**config.mk**
```make
export PLATFORM = sky130hd
export DESIGN_NAME = pipe_ctrl_flat
export DESIGN_NICKNAME = d
export VERILOG_FILES = /design/src/rtl/pipe_ctrl_if.sv /design/src/rtl/pipe_ctrl.sv /design/src/flat_wrapper.sv
export SDC_FILE = /design/constraint.sdc
export NUM_CORES = 1
export LEC_CHECK = 0
export BUFFER_PORTS_ARGS = -buffer_cell sky130_fd_sc_hd__buf_4
export CAP_MARGIN = 5
export CELL_PAD_IN_SITES_DETAIL_PLACEMENT = 0
export CELL_PAD_IN_SITES_GLOBAL_PLACEMENT = 1
export CORE_ASPECT_RATIO = 2
export CORE_UTILIZATION = 28
export DETAILED_ROUTE_END_ITERATION = 10
export GPL_ROUTABILITY_DRIVEN = 0
export PLACE_DENSITY_LB_ADDON = 0.12
export SLEW_MARGIN = 20
export SYNTH_ARGS = -nofsm -noshare
export SYNTH_HDL_FRONTEND = slang
export SYNTH_SLANG_ARGS = --single-unit
```
**constraint.sdc**
```tcl
create_clock -name clk -period 10 [get_ports clk]
set_clock_uncertainty 0.15 [all_clocks]
set_input_delay 2 -clock clk [delete_from_list [all_inputs] [get_ports clk]]
set_output_delay 2 -clock clk [all_outputs]
set_load 0.005 [all_outputs]
```
**src/rtl/pipe_ctrl_if.sv**
```systemverilog
// Stall-request / exception / redirect bundle between the pipeline stages and pipe_ctrl.
interface pipe_ctrl_if;
  logic        stallreq_if;
  logic        stallreq_id;
  logic        stallreq_ex;
  logic        stallreq_mem;
  logic [31:0] excepttype_i;
  logic [31:0] cp0_epc_i;
  logic [5:0]  stall;
  logic        flush;
  logic [31:0] new_pc;
  logic        wdog_timeout;
  logic [31:0] stall_cycles;
  logic [15:0] flush_count;

  // Pipeline side: raises requests, consumes stall/flush/redirect
  modport master (
    output stallreq_if, stallreq_id, stallreq_ex, stallreq_mem,
    output excepttype_i, cp0_epc_i,
    input  stall, flush, new_pc, wdog_timeout, stall_cycles, flush_count
  );

  // Sequencer side
  modport slave (
    input  stallreq_if, stallreq_id, stallreq_ex, stallreq_mem,
    input  excepttype_i, cp0_epc_i,
    output stall, flush, new_pc, wdog_timeout, stall_cycles, flush_count
  );
endinterface

```
**src/rtl/pipe_ctrl.sv**
```systemverilog
// Pipeline sequencer: stall merge, exception/eret flush + redirect with a masked
// recovery window, stall watchdog and performance counters.
module pipe_ctrl #(
  parameter logic [31:0] EXC_VECTOR     = 32'h00000020,
  parameter int unsigned RECOVER_CYCLES = 2,
  parameter int unsigned WDOG_LIMIT     = 1024
) (
  input  logic         clk,
  input  logic         rst,
  pipe_ctrl_if.slave   bus
);

  localparam int unsigned WW = $clog2(WDOG_LIMIT) + 1;
  localparam logic [31:0] ERET_CODE = 32'h0000000e;

  typedef enum logic {RUN, RECOVER} state_t;

  state_t       state;
  logic [3:0]   rcnt;
  logic [WW-1:0] wcnt;
  logic [31:0]  new_pc_q;
  logic [31:0]  stall_cycles_q;
  logic [15:0]  flush_count_q;

  logic [5:0]   stall_req;
  logic         take;
  logic         wdog_fire;
  logic         flush_c;
  logic [5:0]   stall_c;
  logic [31:0]  target;

  // Merge per-stage requests: the deepest stalled stage freezes itself and everything upstream
  always_comb begin
    stall_req = '0;
    if (bus.stallreq_mem)      stall_req = 6'b011111;
    else if (bus.stallreq_ex)  stall_req = 6'b001111;
    else if (bus.stallreq_id)  stall_req = 6'b000111;
    else if (bus.stallreq_if)  stall_req = 6'b000011;
  end

  // Exception/watchdog decision; a pending exception behind a MEM stall is deferred, not dropped,
  // and an exception in the same cycle as a watchdog fire suppresses the timeout
  always_comb begin
    take      = !rst && (state == RUN) && (bus.excepttype_i != '0) && !bus.stallreq_mem;
    wdog_fire = !rst && (state == RUN) && !take && (stall_req != '0)
                && (wcnt == WW'(WDOG_LIMIT - 1));
    flush_c   = take || wdog_fire;
    stall_c   = (flush_c || rst) ? '0 : stall_req;
    target    = (take && (bus.excepttype_i == ERET_CODE)) ? bus.cp0_epc_i : EXC_VECTOR;
  end

  assign bus.stall        = stall_c;
  assign bus.flush        = flush_c;
  assign bus.new_pc       = flush_c ? target : new_pc_q;
  assign bus.wdog_timeout = wdog_fire;
  assign bus.stall_cycles = stall_cycles_q;
  assign bus.flush_count  = flush_count_q;

  // Sequencer state, recovery/watchdog counters, held redirect PC and perf counters
  always_ff @(posedge clk) begin
    if (rst) begin
      state          <= RUN;
      rcnt           <= '0;
      wcnt           <= '0;
      new_pc_q       <= '0;
      stall_cycles_q <= '0;
      flush_count_q  <= '0;
    end else begin
      if (stall_c != '0 && stall_cycles_q != '1)
        stall_cycles_q <= stall_cycles_q + 32'd1;

      if (state == RECOVER || flush_c || stall_c == '0)
        wcnt <= '0;
      else
        wcnt <= wcnt + WW'(1);

      case (state)
        RUN: begin
          if (flush_c) begin
            state         <= RECOVER;
            rcnt          <= 4'(RECOVER_CYCLES - 1);
            new_pc_q      <= target;
            flush_count_q <= flush_count_q + 16'd1;
          end
        end
        RECOVER: begin
          if (rcnt == '0) state <= RUN;
          else            rcnt  <= rcnt - 4'd1;
        end
        default: state <= RUN;
      endcase
    end
  end

endmodule

```
**src/flat_wrapper.sv**
```systemverilog
// flat-port wrapper written by rule: the top's interface ports become plain ports
module pipe_ctrl_flat 
#(
  parameter logic [31:0] EXC_VECTOR     = 32'h00000020,
  parameter int unsigned RECOVER_CYCLES = 2,
  parameter int unsigned WDOG_LIMIT     = 1024
)
  (clk, rst, bus_stallreq_if, bus_stallreq_id, bus_stallreq_ex, bus_stallreq_mem, bus_excepttype_i, bus_cp0_epc_i, bus_stall, bus_flush, bus_new_pc, bus_wdog_timeout, bus_stall_cycles, bus_flush_count);
  pipe_ctrl_if bus_i ();
  input  logic clk;
  input  logic rst;
  input wire logic [$bits(bus_i.stallreq_if)-1:0] bus_stallreq_if;
  input wire logic [$bits(bus_i.stallreq_id)-1:0] bus_stallreq_id;
  input wire logic [$bits(bus_i.stallreq_ex)-1:0] bus_stallreq_ex;
  input wire logic [$bits(bus_i.stallreq_mem)-1:0] bus_stallreq_mem;
  input wire logic [$bits(bus_i.excepttype_i)-1:0] bus_excepttype_i;
  input wire logic [$bits(bus_i.cp0_epc_i)-1:0] bus_cp0_epc_i;
  output wire logic [$bits(bus_i.stall)-1:0] bus_stall;
  output wire logic [$bits(bus_i.flush)-1:0] bus_flush;
  output wire logic [$bits(bus_i.new_pc)-1:0] bus_new_pc;
  output wire logic [$bits(bus_i.wdog_timeout)-1:0] bus_wdog_timeout;
  output wire logic [$bits(bus_i.stall_cycles)-1:0] bus_stall_cycles;
  output wire logic [$bits(bus_i.flush_count)-1:0] bus_flush_count;
  assign bus_i.stallreq_if = bus_stallreq_if;
  assign bus_i.stallreq_id = bus_stallreq_id;
  assign bus_i.stallreq_ex = bus_stallreq_ex;
  assign bus_i.stallreq_mem = bus_stallreq_mem;
  assign bus_i.excepttype_i = bus_excepttype_i;
  assign bus_i.cp0_epc_i = bus_cp0_epc_i;
  assign bus_stall = bus_i.stall;
  assign bus_flush = bus_i.flush;
  assign bus_new_pc = bus_i.new_pc;
  assign bus_wdog_timeout = bus_i.wdog_timeout;
  assign bus_stall_cycles = bus_i.stall_cycles;
  assign bus_flush_count = bus_i.flush_count;
  pipe_ctrl #(.EXC_VECTOR(EXC_VECTOR), .RECOVER_CYCLES(RECOVER_CYCLES), .WDOG_LIMIT(WDOG_LIMIT)) u_core (.clk(clk), .rst(rst), .bus(bus_i));
endmodule
```
## After elaboration in Yosys (flattened, before gate mapping)

Cells that the tools add are included.

- RAM bits: 0
- Bits in read-only memories: 0
- Output and inout port bits: 88
- Memories kept: 0
- Register bits: 96
- Word-level logic and storage cells: 52
- Latch bits: 0

- Bitwise logic cells: 1
- $mul: 0
- Reduce and logical (&&, ||, !) cells: 23
- Add/subtract/negate cells: 4
- Shift-type cells: 0
- Equal/unequal tests: 5
- Divide/modulo/power cells: 0
- $lt $le $gt $ge: 0
- Mux-type cells: 13

Operators with widths:

| cell | number |
|---|---|
| $mux 32 | 2 |
| $add 32x1->32 const B | 1 |
| $eq 32x4->1 const B | 1 |
| $ne 32x32->1 const B | 1 |
| $reduce_bool 32->1 | 1 |
| $mux 6 | 4 |
| $add 16x1->16 const B | 1 |
| $reduce_bool 6->1 | 2 |
| $add 11x1->11 const B | 1 |
| $eq 11x10->1 const B | 1 |
| $logic_and 1x1->1 | 8 |
| $mux 4 | 2 |
| $pmux 4 s2 | 1 |
| $logic_not 6->1 | 1 |
| $logic_not 4->1 | 1 |
| $logic_or 1x1->1 | 4 |
| $reduce_and 2->1 | 2 |
| $sub 4x1->4 const B | 1 |
| $logic_not 1->1 | 3 |
| $mux 1 | 2 |
| $mux 2 | 1 |
| $ne 2x1->1 const B | 1 |
| $ne 2x2->1 const B | 1 |
| $pmux 1 s2 | 1 |
| 2 further kinds | 2 |

## Longest topological paths before layout

- Depth after elaboration: 14
- Mapped depth: 11
- Mapped depth without buffers: 8

## Worst setup path before layout

No wires, ideal clock.

- Path kind: input port to output port
- Start point: in rst
- End point: out bus_stall[4]
- Slack: 3949 ps
- Stages: 10
- Arrival time: 3901 ps
- Cells stage by stage: or4b_4 -> o41ai_2 -> nor4_2 -> or2_1 -> buf_4 -> inv_4 -> nor2_1 -> buf_2 -> buf_6 -> and2_1

- Word-level cells in the longest chain between the ends: 11

RTL lines:

| element | RTL line | text |
|---|---|---|
| from (decl) | flat_wrapper.sv:11 | `input logic rst;` |
| $logic_not 1->1 (*) | pipe_ctrl.sv:44, pipe_ctrl.sv:45 |  |
| $logic_and 1x1->1 (*) | pipe_ctrl.sv:44, pipe_ctrl.sv:45 |  |
| $logic_and 1x1->1 (2 in a row) | pipe_ctrl.sv:44 | `take = !rst && (state == RUN) && (bus.excepttype_i != '0) && !bus.stallreq_mem;` |
| $logic_not 1->1 | pipe_ctrl.sv:45 | `wdog_fire = !rst && (state == RUN) && !take && (stall_req != '0)` |
| $logic_and 1x1->1 (2 in a row) | pipe_ctrl.sv:45 |  |
| $logic_and 1x1->1 | pipe_ctrl.sv:46 | `&& (wcnt == WW'(WDOG_LIMIT - 1));` |
| $logic_or 1x1->1 (*) | pipe_ctrl.sv:47 | `flush_c = take \|\| wdog_fire;` |
| net bus_flush | flat_wrapper.sv:19 | `output wire logic [$bits(bus_i.flush)-1:0] bus_flush;` |
| $logic_or 1x1->1 (*) | pipe_ctrl.sv:48 | `stall_c = (flush_c \|\| rst) ? '0 : stall_req;` |
| $mux 6 (*) | pipe_ctrl.sv:48 |  |
| to (decl) | flat_wrapper.sv:18 | `output wire logic [$bits(bus_i.stall)-1:0] bus_stall;` |

Mark *: on every way through the listed nets, which the timed path passes. The rest lies on a longest branch.

## Worst setup path after layout

- Start point: in bus_stallreq_mem
- End point: out bus_stall[2]

- Word-level cells in the longest chain between the ends: 9
- Elaborated cells on any way between the ends: 11
- Classes of those cells: 2 x mux; 9 x reduce/logical

RTL lines:

| element | RTL line | text |
|---|---|---|
| from (decl) | flat_wrapper.sv:15 | `input wire logic [$bits(bus_i.stallreq_mem)-1:0] bus_stallreq_mem;` |
| branches (longest 8 deep; another with $mux 6) | - |  |
| $mux 6 (*) | pipe_ctrl.sv:48 |  |

Mark *: on every way between the ends.

==> results.rst <==
.. list-table::
   :header-rows: 1

   * - Metric
     - Value
   * - Syn nets
     - approximately 580
   * - Buffer count from post-CTS setup fixing
     - 0
   * - Critical Path Start Type
     - input pin
   * - Number of buffers on the longest clock path
     - 2
   * - Clock tree root driver cell
     - clkbuf_16
   * - Outcome
     - finished, final reports clean
   * - Headroom to the max-slew limit
     - 0.328
   * - Share of total power in combinational logic
     - 0.078
   * - Wire length of the first global-routing pass
     - 20.4 mm
   * - P per Cell Area
     - between 100 and 150 mW/mm²
   * - Core box area
     - ~0.015 mm²
   * - Type of the tightest min-delay check
     - reg2reg
   * - Clock-pin slew on the worst setup and hold paths
     - 0.07 ns
   * - Number of endpoints failing setup at the final stage
     - 0
   * - Static Leakage
     - about 2.4 nW
   * - Core occupancy in the finished layout
     - 0.393
   * - WHS Path Cells
     - 1
   * - Gate Count Post-Synth
     - roughly 500
   * - Grt peak-use layer
     - met2
   * - Count of cells resized by post-cts repair
     - 0
   * - Area leader, netlist
     - dfxtp_1
   * - Total DRC errors in the routed layout
     - 0
   * - Flip-flop and latch count after synthesis
     - between 90 and 100
   * - Total internal power
     - around 0.61 mW
   * - Netlist Area Pre-Place
     - approximately 0.0045 mm²
   * - Number of detailed-route iterations in the first pass
     - 4
   * - Final routed wire length divided by cell count
     - about 15 µm
   * - Max Transition Viols Final
     - 0
   * - Clock latency on the worst-skew pair
     - ~0.34 ns
   * - Worst-Margin Slew
     - approximately 1 ns
   * - Die Area
     - between 0.015 and 0.02 mm²
   * - Total Nets Final
     - between 700 and 800
   * - Data arrival at the endpoint of the critical path
     - 5.05 ns
   * - Top cells by instance count after synthesis
     - 96 x dfxtp_1, 57 x a22o_1, 41 x nor2_1
   * - Top cell type's share of synthesized area
     - 0.431
   * - Area growth from synthesis to layout
     - 36.3%
   * - Post-DP HPWL
     - approximately 9.2 mm
   * - Achievable Freq
     - roughly 140 MHz
   * - Maximum level of the CTS H-tree
     - 3
   * - Worst Path Class, Setup
     - in2out
   * - CP endpoint kind
     - output pin
   * - Met1 track utilization from global routing
     - 0.160
   * - Net switching share of the total power
     - 0.236
   * - Share of synthesized area occupied by flip-flops and latches
     - 0.431
   * - Met2 demand-to-capacity share in global routing
     - 0.300
   * - Number of sinks on the clock net
     - 96
   * - Initial standard-cell utilization of the core
     - 0.288
   * - Worst vdd rail ir drop
     - 0.0719 mV
   * - Part of the cycle the worst path needs
     - 0.720
   * - Count leader, synth
     - dfxtp_1
   * - Largest fanout on the critical path
     - 37
   * - R2r worst-path depth
     - 10
   * - Number of buffers inserted by hold repair at cts
     - 0
   * - Total number of yosys warnings
     - 0
   * - Fraction of synthesis flops using an asynchronous set or reset pin
     - 0
   * - Synth top area cells
     - dfxtp_1 43%, a22o_1 11%, or3_1 3.9%
   * - CTS tree
     - done
   * - Antenna violation net count after detailed routing
     - 0
   * - I/O Pins
     - ~160
   * - Met3 track demand over resource
     - 0.0291
   * - Synth Area per Inst
     - just under 9 µm²
   * - Total overflow reported by the global router
     - 0
   * - Via count of the first global-routing pass
     - between 4,000 and 5,000
   * - Height of the die
     - ~180 µm
   * - Vias/cell
     - just over 5
   * - Total Routed Length
     - approximately 13 mm
   * - Maximum number of pins on one net before global-route repair
     - about 70
   * - Sequential group share of total power
     - 0.488
   * - RSZ-0062 raised after global routing
     - no
   * - Net switching power
     - ~0.19 mW
   * - Buffers on Ports
     - 156
   * - DIE WIDTH
     - between 90 and 100 µm
   * - Total via count in the routed design
     - approximately 4,400
   * - Ys flop type
     - dfxtp_1
   * - Rows
     - 64
   * - Fin crit period
     - ~7.2 ns
   * - Count of distinct cell types in the synthesized netlist
     - between 40 and 50
   * - TritonCTS buffer count
     - 9
   * - # diodes
     - 0
   * - Number of enable flip-flop cells after synthesis
     - 0
   * - Antenna violations before repair
     - 0
   * - Clock share of power
     - 0.434
   * - Number of DRC violations after detailed-routing iteration 0
     - around 120
   * - Critical Path RT
     - about 8 ns
   * - Share of layout cells above drive strength 1
     - 0.290
   * - Maxcap violations
     - 0
   * - Final Hold Viols
     - 0
   * - Post-Route Setup TNS
     - 0 ns
   * - Overall global routing resource usage
     - 0.154
[power by group through the flow]
stage                     registers, mW  logic [mW]  clock network (mW)
after global placement            0.398      0.0616                   0
after floorplan                   0.397      0.0283                   0
after detailed placement          0.398      0.0627                   0
final                             0.389      0.0619               0.346
after global routing              0.389      0.0674               0.373
after CTS                         0.389      0.0628               0.360
[registers in the layout, indices dropped and copies added, names as in the netlist]
| signal | cells |
|---|---|
| u_core.bus.flush_count | 16 |
| u_core.wcnt | 11 |
| u_core.new_pc_q | 32 |
| u_core.rcnt | 4 |
| u_core.state | 1 |
| u_core.bus.stall_cycles | 32 |
[through the flow]
step | instances | setup slack, ns | hold WS (ns) | area [µm²] | total power, mW
2_1_floorplan | 508 | 3.95 | 0.280 | 4450 | 0.425
3_3_place_gp | 835 | 2.81 | 0.292 | 5780 | 0.459
3_5_place_dp | 835 | 2.76 | 0.307 | 5780 | 0.461
4_1_cts | 850 | 2.76 | 0.331 | 6070 | 0.812
5_1_grt | 850 | 2.47 | 0.339 | 6070 | 0.829
6_report | 850 | 2.80 | 0.329 | 6070 | 0.797
[metal layers]
metal  routed length [µm]  vias up
met5                    0        -
met1                 4950     2071
met2                 7130      131
met4                  206        0
li1                     -     2161
met3                  543       11
[layout make-up]
type / instances / area (µm²)
well taps: 198 / 248
multi-input cells: 369 / 2350
flip-flops and latches: 96 / 1920
repair buffers: 162 / 1220
clock inverters: 6 / 68.8
fillers: 1594 / 9380
inverters: 10 / 40.0
clock buffers: 9 / 225
[critical path: stages]
cell	delay (ns)
buf_4	0.13
nor4_1	0.73
nor4_1	0.15
nor2_1	0.65
or2_1	0.19
buf_4	0.38
inv_4	0.10
nor2_2	0.09
buf_4	0.31
o31a_1	0.19
buf_4	0.10
[final timing paths]
| kind | startpoint | to | slack (ns) |
|---|---|---|---|
| worst max-delay path | bus_stallreq_mem | bus_stall[2] | 2.80 |
| worst min-delay path | u_core.new_pc_q[24] | u_core.new_pc_q[24] | 0.33 |
| worst max register to register | u_core.wcnt[0] | u_core.new_pc_q[0] | 6.92 |
| worst min register to register | u_core.new_pc_q[24] | u_core.new_pc_q[24] | 0.33 |
[cell families after synthesis]
kind of cell / after synthesis / share of synthesized area
fa+ha+maj: 4 / 0.0112
compound gates: 127 / 0.199
simple gates: 207 / 0.253
buf+inv: 43 / 0.0427
other cells: 1 / 0.000842
flops: 96 / 0.431
xor+xnor: 24 / 0.0472
mux: 6 / 0.0146
[cells in the final DEF, fill, tap and decap left out, types with 14 or more instances in the layout]
| cell type | n |
|---|---|
| nor2_1 | 40 |
| o21ai_0 | 25 |
| a22o_1 | 57 |
| buf_4 | 162 |
| nand3_1 | 34 |
| a21oi_1 | 32 |
| or3_1 | 28 |
| nand2_1 | 21 |
| nor3_1 | 14 |
| nor4_1 | 15 |
| dfxtp_1 | 96 |
| xnor2_1 | 19 |
(Power assumes the default switching activity.)
